## src/rtl/rv_pkg.sv

```systemverilog
// Width helpers shared by the rv_* ready/valid building blocks.
package rv_pkg;

  // Bits needed to hold an occupancy value in the range 0..depth.
  function automatic int rv_cw(input int depth);
    return $clog2(depth + 1);
  endfunction

  // Bits needed to index depth entries, never less than one.
  function automatic int rv_pw(input int depth);
    return (depth <= 2) ? 1 : $clog2(depth);
  endfunction

endpackage

```

## src/rtl/rv_ring_ptr.sv

```systemverilog
// Ring index register with synchronous clear, increment enable and explicit
// wrap from DEPTH-1 to 0, so DEPTH need not be a power of two.
module rv_ring_ptr
  import rv_pkg::*;
#(
  parameter int DEPTH = 4
) (
  input  logic                      clk,
  input  logic                      rst_n,
  input  logic                      clr,
  input  logic                      inc,
  output logic [rv_pw(DEPTH)-1:0]   ptr
);

  localparam int PW = rv_pw(DEPTH);

  logic [PW-1:0] ptr_q;
  logic [PW-1:0] ptr_d;

  always_comb begin
    ptr_d = ptr_q;
    if (clr) begin
      ptr_d = '0;
    end else if (inc) begin
      ptr_d = (ptr_q == PW'(DEPTH - 1)) ? '0 : ptr_q + PW'(1);
    end
  end

  always_ff @(posedge clk) begin
    if (!rst_n) begin
      ptr_q <= '0;
    end else begin
      ptr_q <= ptr_d;
    end
  end

  assign ptr = ptr_q;

endmodule

```

## src/rtl/rv_fifo_arr_gate.sv

```systemverilog
// DEPTH-entry ready/valid FIFO of N lanes x DW bits with gated acceptance,
// flush, occupancy count and almost_full. Optional: RV_FIFO_ARR_BYPASS_EN.
module rv_fifo_arr_gate
  import rv_pkg::*;
#(
  parameter int N         = 1,
  parameter int DW        = 32,
  parameter int DEPTH     = 4,
  parameter int AF_THRESH = DEPTH - 1
) (
  input  logic                      clk,
  input  logic                      rst_n,
  input  logic                      s_valid,
  output logic                      s_ready,
  input  logic [DW-1:0]             s_data [0:N-1],
  input  logic                      gate_accept,
  input  logic                      flush,
  output logic                      m_valid,
  input  logic                      m_ready,
  output logic [DW-1:0]             m_data [0:N-1],
  output logic [rv_cw(DEPTH)-1:0]   count,
  output logic                      almost_full
);

  localparam int CW = rv_cw(DEPTH);
  localparam int PW = rv_pw(DEPTH);

  logic [CW-1:0] count_q;
  logic [CW-1:0] count_d;
  logic [PW-1:0] rd_ptr;
  logic [PW-1:0] wr_ptr;

  logic live;
  logic fifo_valid;
  logic push;
  logic pop_fifo;
  logic byp_take;
  logic wr_en;

  // Output-side qualifiers look only at registered state and the local
  // control inputs; m_ready never feeds s_ready.
  assign live        = rst_n && !flush;
  assign s_ready     = live && gate_accept && (count_q != CW'(DEPTH));
  assign fifo_valid  = live && (count_q != '0);
  assign almost_full = rst_n && (count_q >= CW'(AF_THRESH));
  assign push        = s_valid && s_ready;
  assign pop_fifo    = fifo_valid && m_ready;
  assign wr_en       = push && !byp_take;
  assign count       = count_q;

`ifdef RV_FIFO_ARR_BYPASS_EN
  logic byp_path;

  // Empty queue: the upstream beat is presented directly and, if taken
  // downstream in the same cycle, never touches storage.
  assign byp_path = live && (count_q == '0);
  assign m_valid  = byp_path ? (s_valid && gate_accept) : fifo_valid;
  assign byp_take = byp_path && s_valid && gate_accept && m_ready;
`else
  assign m_valid  = fifo_valid;
  assign byp_take = 1'b0;
`endif

  generate
    for (genvar gi = 0; gi < N; gi++) begin : g_lane
      logic [DW-1:0] lane_mem [DEPTH];

      always_ff @(posedge clk) begin
        if (wr_en) begin
          lane_mem[wr_ptr] <= s_data[gi];
        end
      end

`ifdef RV_FIFO_ARR_BYPASS_EN
      assign m_data[gi] = byp_path ? s_data[gi] : lane_mem[rd_ptr];
`else
      assign m_data[gi] = lane_mem[rd_ptr];
`endif
    end
  endgenerate

  always_comb begin
    count_d = count_q;
    if (flush) begin
      count_d = '0;
    end else if (wr_en && !pop_fifo) begin
      count_d = count_q + CW'(1);
    end else if (pop_fifo && !wr_en) begin
      count_d = count_q - CW'(1);
    end
  end

  always_ff @(posedge clk) begin
    if (!rst_n) begin
      count_q <= '0;
    end else begin
      count_q <= count_d;
    end
  end

  rv_ring_ptr #(.DEPTH(DEPTH)) u_wr_ptr (
    .clk   (clk),
    .rst_n (rst_n),
    .clr   (flush),
    .inc   (wr_en),
    .ptr   (wr_ptr)
  );

  rv_ring_ptr #(.DEPTH(DEPTH)) u_rd_ptr (
    .clk   (clk),
    .rst_n (rst_n),
    .clr   (flush),
    .inc   (pop_fifo),
    .ptr   (rd_ptr)
  );

endmodule

```

## config.mk

```make
export PLATFORM = sky130hd
export DESIGN_NAME = rv_fifo_arr_gate
export DESIGN_NICKNAME = d
export VERILOG_FILES = /design/src/rtl/rv_pkg.sv /design/src/rtl/rv_ring_ptr.sv /design/src/rtl/rv_fifo_arr_gate.sv
export SDC_FILE = /design/constraint.sdc
export NUM_CORES = 1
export LEC_CHECK = 0
export ABC_CLOCK_PERIOD_IN_PS = 3960
export BUFFER_PORTS_ARGS = -buffer_cell sky130_fd_sc_hd__buf_2
export CAP_MARGIN = 20
export CORE_ASPECT_RATIO = 0.8
export CORE_UTILIZATION = 45
export DETAILED_ROUTE_END_ITERATION = 16
export GPL_ROUTABILITY_DRIVEN = 1
export PLACE_DENSITY_LB_ADDON = 0.25
export SLEW_MARGIN = 20
export SYNTH_ARGS = -nofsm -noshare
export SYNTH_HDL_FRONTEND = slang
export SYNTH_SLANG_ARGS = --single-unit
```

## constraint.sdc

```tcl
create_clock -name clk -period 3.96 [get_ports clk]
set_input_delay 0.792 -clock clk [delete_from_list [all_inputs] [get_ports clk]]
set_output_delay 0.792 -clock clk [all_outputs]
set_load 0.05 [all_outputs]
```

======== Word level (Yosys, flattened, before mapping) ========
Memories as Yosys holds them, arrays and structs flattened. A register that Yosys moved wholly into a read port is not among the register bits.
Index checks and enable logic that the tools add are counted.
Widths: inputs -> output; s select.
storage, ports and cells
  register bits ........................... 7
  logic and storage cells ................. 36
  RAM bits ................................ 128
  input bits .............................. 38
  memories kept ........................... 1
cells by class
  order comparisons ....................... 1
  eq/ne operators ......................... 3
  reductions and logical operators ........ 15
  bitwise gates (word level) .............. 1
  multiplexer cells ....................... 8
  add/subtract/negate cells ............... 4
memory list
  memory              depth  bits a word  read ports  clocked after Yosys merged registers in  write ports  line                    source
  g_lane[0].lane_mem  4      32           1           1                                        1            rv_fifo_arr_gate.sv:66  logic [DW-1:0] lane_mem [DEPTH];
operators with widths
  kind                 number
  $logic_and 1x1->1    9
  $mux 2               4
  $mux 3               2
  $add 2x1->2 const B  2
  $eq 2x2->1 const B   2
  $add 3x1->3 const B  1
  $ge 3x2->1 const B   1
  $logic_not 1->1      3
  $ne 3x3->1 const B   1
  $reduce_bool 3->1    1
  $sub 3x1->3 const B  1
  $mux 1               2
  $reduce_bool 2->1    1
  $reduce_or 2->1      1
  $not 1->1            1

======== Longest topological paths before layout ========
  depth after elaboration ................. 9
  depth in mapped cells ................... 9

======== Modules after synthesis ========
Synthesis repeated with hierarchy kept, for this count alone.
second synthesis, totals
  cell total of the unflattened synthesis .. 216
  area, all modules ....................... 5093.6 um^2
modules (own cells, without submodules)
  module            cells each  area each (um^2)  sequential area each (um^2)  times used
  rv_fifo_arr_gate  198         4901.0            3903.7                       1
  rv_ring_ptr       9           96.3              40.0                         2

======== Worst setup path before layout ========
Ideal clock, no wire load.
  path kind ............................... input -> register
  start point ............................. in flush
  end point ............................... reg count_q[2], in the netlist count[2]
  required time ........................... 3.890 ns
  arrival time ............................ 2.538 ns
  slack ................................... 1.353 ns
  buffers on the path ..................... 0
  setup time .............................. 0.070 ns
  stages .................................. 8
  cell sequence ........................... and4b_2 -> and2_4 -> ha_1 -> inv_1 -> fa_1 -> xor2_1 -> or3_2 -> a21oi_1
between the ends
  cells in the longest elaborated chain, start to end .. 8
  elaborated cells on any way between the ends .. 14
RTL lines
  what                                 line                    source
  from (decl)                          rv_fifo_arr_gate.sv:17  input logic flush,
  $logic_not 1->1 (*)                  rv_fifo_arr_gate.sv:42  assign live = rst_n && !flush;
  $logic_and 1x1->1 (*)                rv_fifo_arr_gate.sv:42
  $logic_and 1x1->1 (*) (2 in series)  rv_fifo_arr_gate.sv:43  assign s_ready = live && gate_accept && (count_q != CW'(DEPTH));
  $logic_and 1x1->1 (*)                rv_fifo_arr_gate.sv:46  assign push = s_valid && s_ready;
  net push                             rv_fifo_arr_gate.sv:35  logic push;
  $logic_not 1->1                      rv_fifo_arr_gate.sv:88  end else if (pop_fifo && !wr_en) begin
  $logic_and 1x1->1                    rv_fifo_arr_gate.sv:88
  $reduce_bool 2->1 (no source line)   n/a
  to (signal assigned)                 rv_fifo_arr_gate.sv:97  count_q <= count_d;
  to (decl)                            rv_fifo_arr_gate.sv:28  logic [CW-1:0] count_q;
The timed path passes the listed nets; every way through them passes the cells marked *.
A chain may end at the register's enable or synchronous reset.

==> key figures <==
Place
  – Post-place setup slack: 1120 ps
  – Gpl congestion: 0.730
  – Post-DP HPWL: 5010 um
  – Placement Cell Area: 5670 um^2
  – Number of port buffers: 75

Timing
  – Fin crit share: 73.3%
  – Final hold vios: 0
  – Slew Limit Fails: 0
  – Slew HR: 40.4%
  – Worst slew pin tran: 894 ps
  – Max Clock Freq: 0.345 GHz
  – Skew final: 7.83 ps
  – Min Tclk post-route: 2900 ps
  – RSZ-0062 raised after global routing: no
  – Final setup viols: 0
  – Final TNS setup: 0 ps
  – Worst Setup Slack, final: 1060 ps

Synthesis
  – Top_reg_cell synth: edfxtp_1
  – Synth Warn #: 0
  – Synth top area share: 74.9%
  – Syn Std Cell Area: 5130 um^2
  – Syn_area_per_cell: 23.2 um^2
  – Number of synthesized flops with an enable pin: 128
  – Post-synthesis cell type count: 27
  – Area leader, netlist: edfxtp_1
  – Post-Syn Instances: 221
  – FFs w/ async S/R, synth: 0%
  – FF+latch count, synth: 137
  – Syn_nets: 266
  – Seq/Total Area, Yosys: 78.4%
  – Top post-synthesis cells by area: edfxtp_1 (75%), mux4_2 (14%), dfxtp_1 (3.5%)

Floorplan
  – Die width: 121 um
  – Initial Util: 46.8%
  – Core area: 11,000 um^2
  – DIE HEIGHT: 97.5 um
  – Die ar.: 11,800 um^2
  – I/O pins: 76
  – Std cell rows: 34

Critical path
  – WS Path Type: reg -> out
  – WP data arrival: 2110 ps
  – Worst-path maximum fanout: 20
  – CP Launch Type: flop
  – WP data required: 3170 ps
  – Worst setup EP type: primary output

Clocking
  – Post-CTS setup repair buffer count: 0
  – Root Buffer: clkbuf_16
  – Worst skew pair latency: 410 ps
  – CTS resizes: 0
  – CTS tree: built
  – CTS Buffer Depth: 2
  – Total CTS buffers: 17
  – CTS Hold Bufs: 0
  – Reg clk slew, reported paths: 60 ps
  – Number of H-tree levels: 4
  – CTS sink count: 137

Route
  – Routed vias/inst: 5.31
  – Post-Route WL: 8650 um
  – Antenna-violating nets left: 0
  – First-pass iteration count of the detailed router: 4
  – Routed via count: 2,470
  – Wirelength per Cell: 18.6 um
  – Iter 0 DRT Violations: 159
  – DRC viols: 0

Flow run
  – Max-cap violations: 0

GRT
  – Initial antenna violation count: 0
  – Grt ovf: 0
  – Vias in the first global route: 2,579
  – Global-route wire length before repair: 13,600 um
  – All-Layer GR Usage: 16.3%
  – Largest net degree at the start of global routing: 33

Power
  – Tot Pwr: 3.28 mW
  – Static Leak: 2.14 nW
  – Worst vdd ir: 0.452 mV
  – Pwr dens: 523 nW/um^2

Final layout
  – Post-Layout Inst Area: 6270 um^2
  – Fillers: 842
  – Final nets: 353
  – Most frequent cells in the layout: edfxtp_1 (128), buf_2 (75), mux4_2 (32)
  – Commonest non-fill, non-tap cell in the layout: edfxtp_1
  – Layout cells sized above 1: 47.0%
  – Antenna cell count: 0
  – Area delta synth->final: 22.2%

Worst hold path
  – Hold WC Path Type: reg -> reg

Status
  – Outcome: complete, no violations
[report_power, final]
part,switching (mW),total (mW),internal (mW)
clock,0.586,1.58,0.993
combinational,0.0681,0.103,0.0348
sequential,0.00418,1.60,1.59
[metal layers]
| metal | global-route usage [%] | share of wire, % |
|---|---|---|
| met5 | 0 | 0 |
| met3 | 6.75 | 6.7 |
| met1 | 21.4 | 44 |
| met4 | 5.13 | 1.1 |
| met2 | 24.6 | 48 |
[through the flow]
stage	util (%)	hold WS (ps)	cells
floorplan	-	462	221
global placement	51.6	493	433
detailed placement	51.6	506	433
CTS	57.1	517	465
global route	57.1	559	465
finish	57.1	507	465
[kinds of logic after synthesis]
kind of cell               Yosys count  share of synthesized area, %
AOI/OAI and AO/OA                    9                          1.32
xor gates and xnor gates             2                         0.341
adders and majority gates            7                          1.85
buffers and inverters               13                          1.22
DFF                                137                          78.4
muxes                               33                          14.2
and+or+nand+nor                     20                          2.66
[worst max-delay path: stages (launching register included)]
cell	delay, ps
dfxtp_2	640
buf_12	270
mux4_2	540
buf_2	230
[synthesized netlist by cell type, drive strengths merged (2+ instances only)]
cell type  count
o211ai         2
mux4          32
o31ai          3
nand3          2
o21ai          2
buf            8
a21oi          2
dfxtp          9
ha             6
edfxtp       128
xor2           2
or3            2
and3           5
nor2b          2
inv            5
nor2           4
[layout make-up]
type	count	area, um^2	share of cell area (%)
Clock buffer	18	429	6.84
Clock inverter	14	174	2.77
Inverter	5	18.8	0.299
Multi-Input combinational cell	71	1050	16.7
Sequential cell	137	4030	64.2
Tap cell	144	180	2.87
Timing Repair Buffer	76	395	6.30
[sequential cells by signal, summed over array words and instances, names as in the netlist, named ones only]
name and count:
g_lane.lane_mem 128, count 3, u_rd_ptr.ptr 2, u_wr_ptr.ptr 2
[worst paths after layout]
check / start / endpoint / slack, ps / depth (start not counted)
setup / recovery: flop / m_data[8] / 1060 / 3
hold / removal: u_rd_ptr.ptr[0] / flop / 510 / 1
setup reg to reg: count[1] / count[2] / 1570 / 8
hold reg to reg: u_rd_ptr.ptr[0] / flop / 510 / 1
Power figures use the tool's default switching activity.
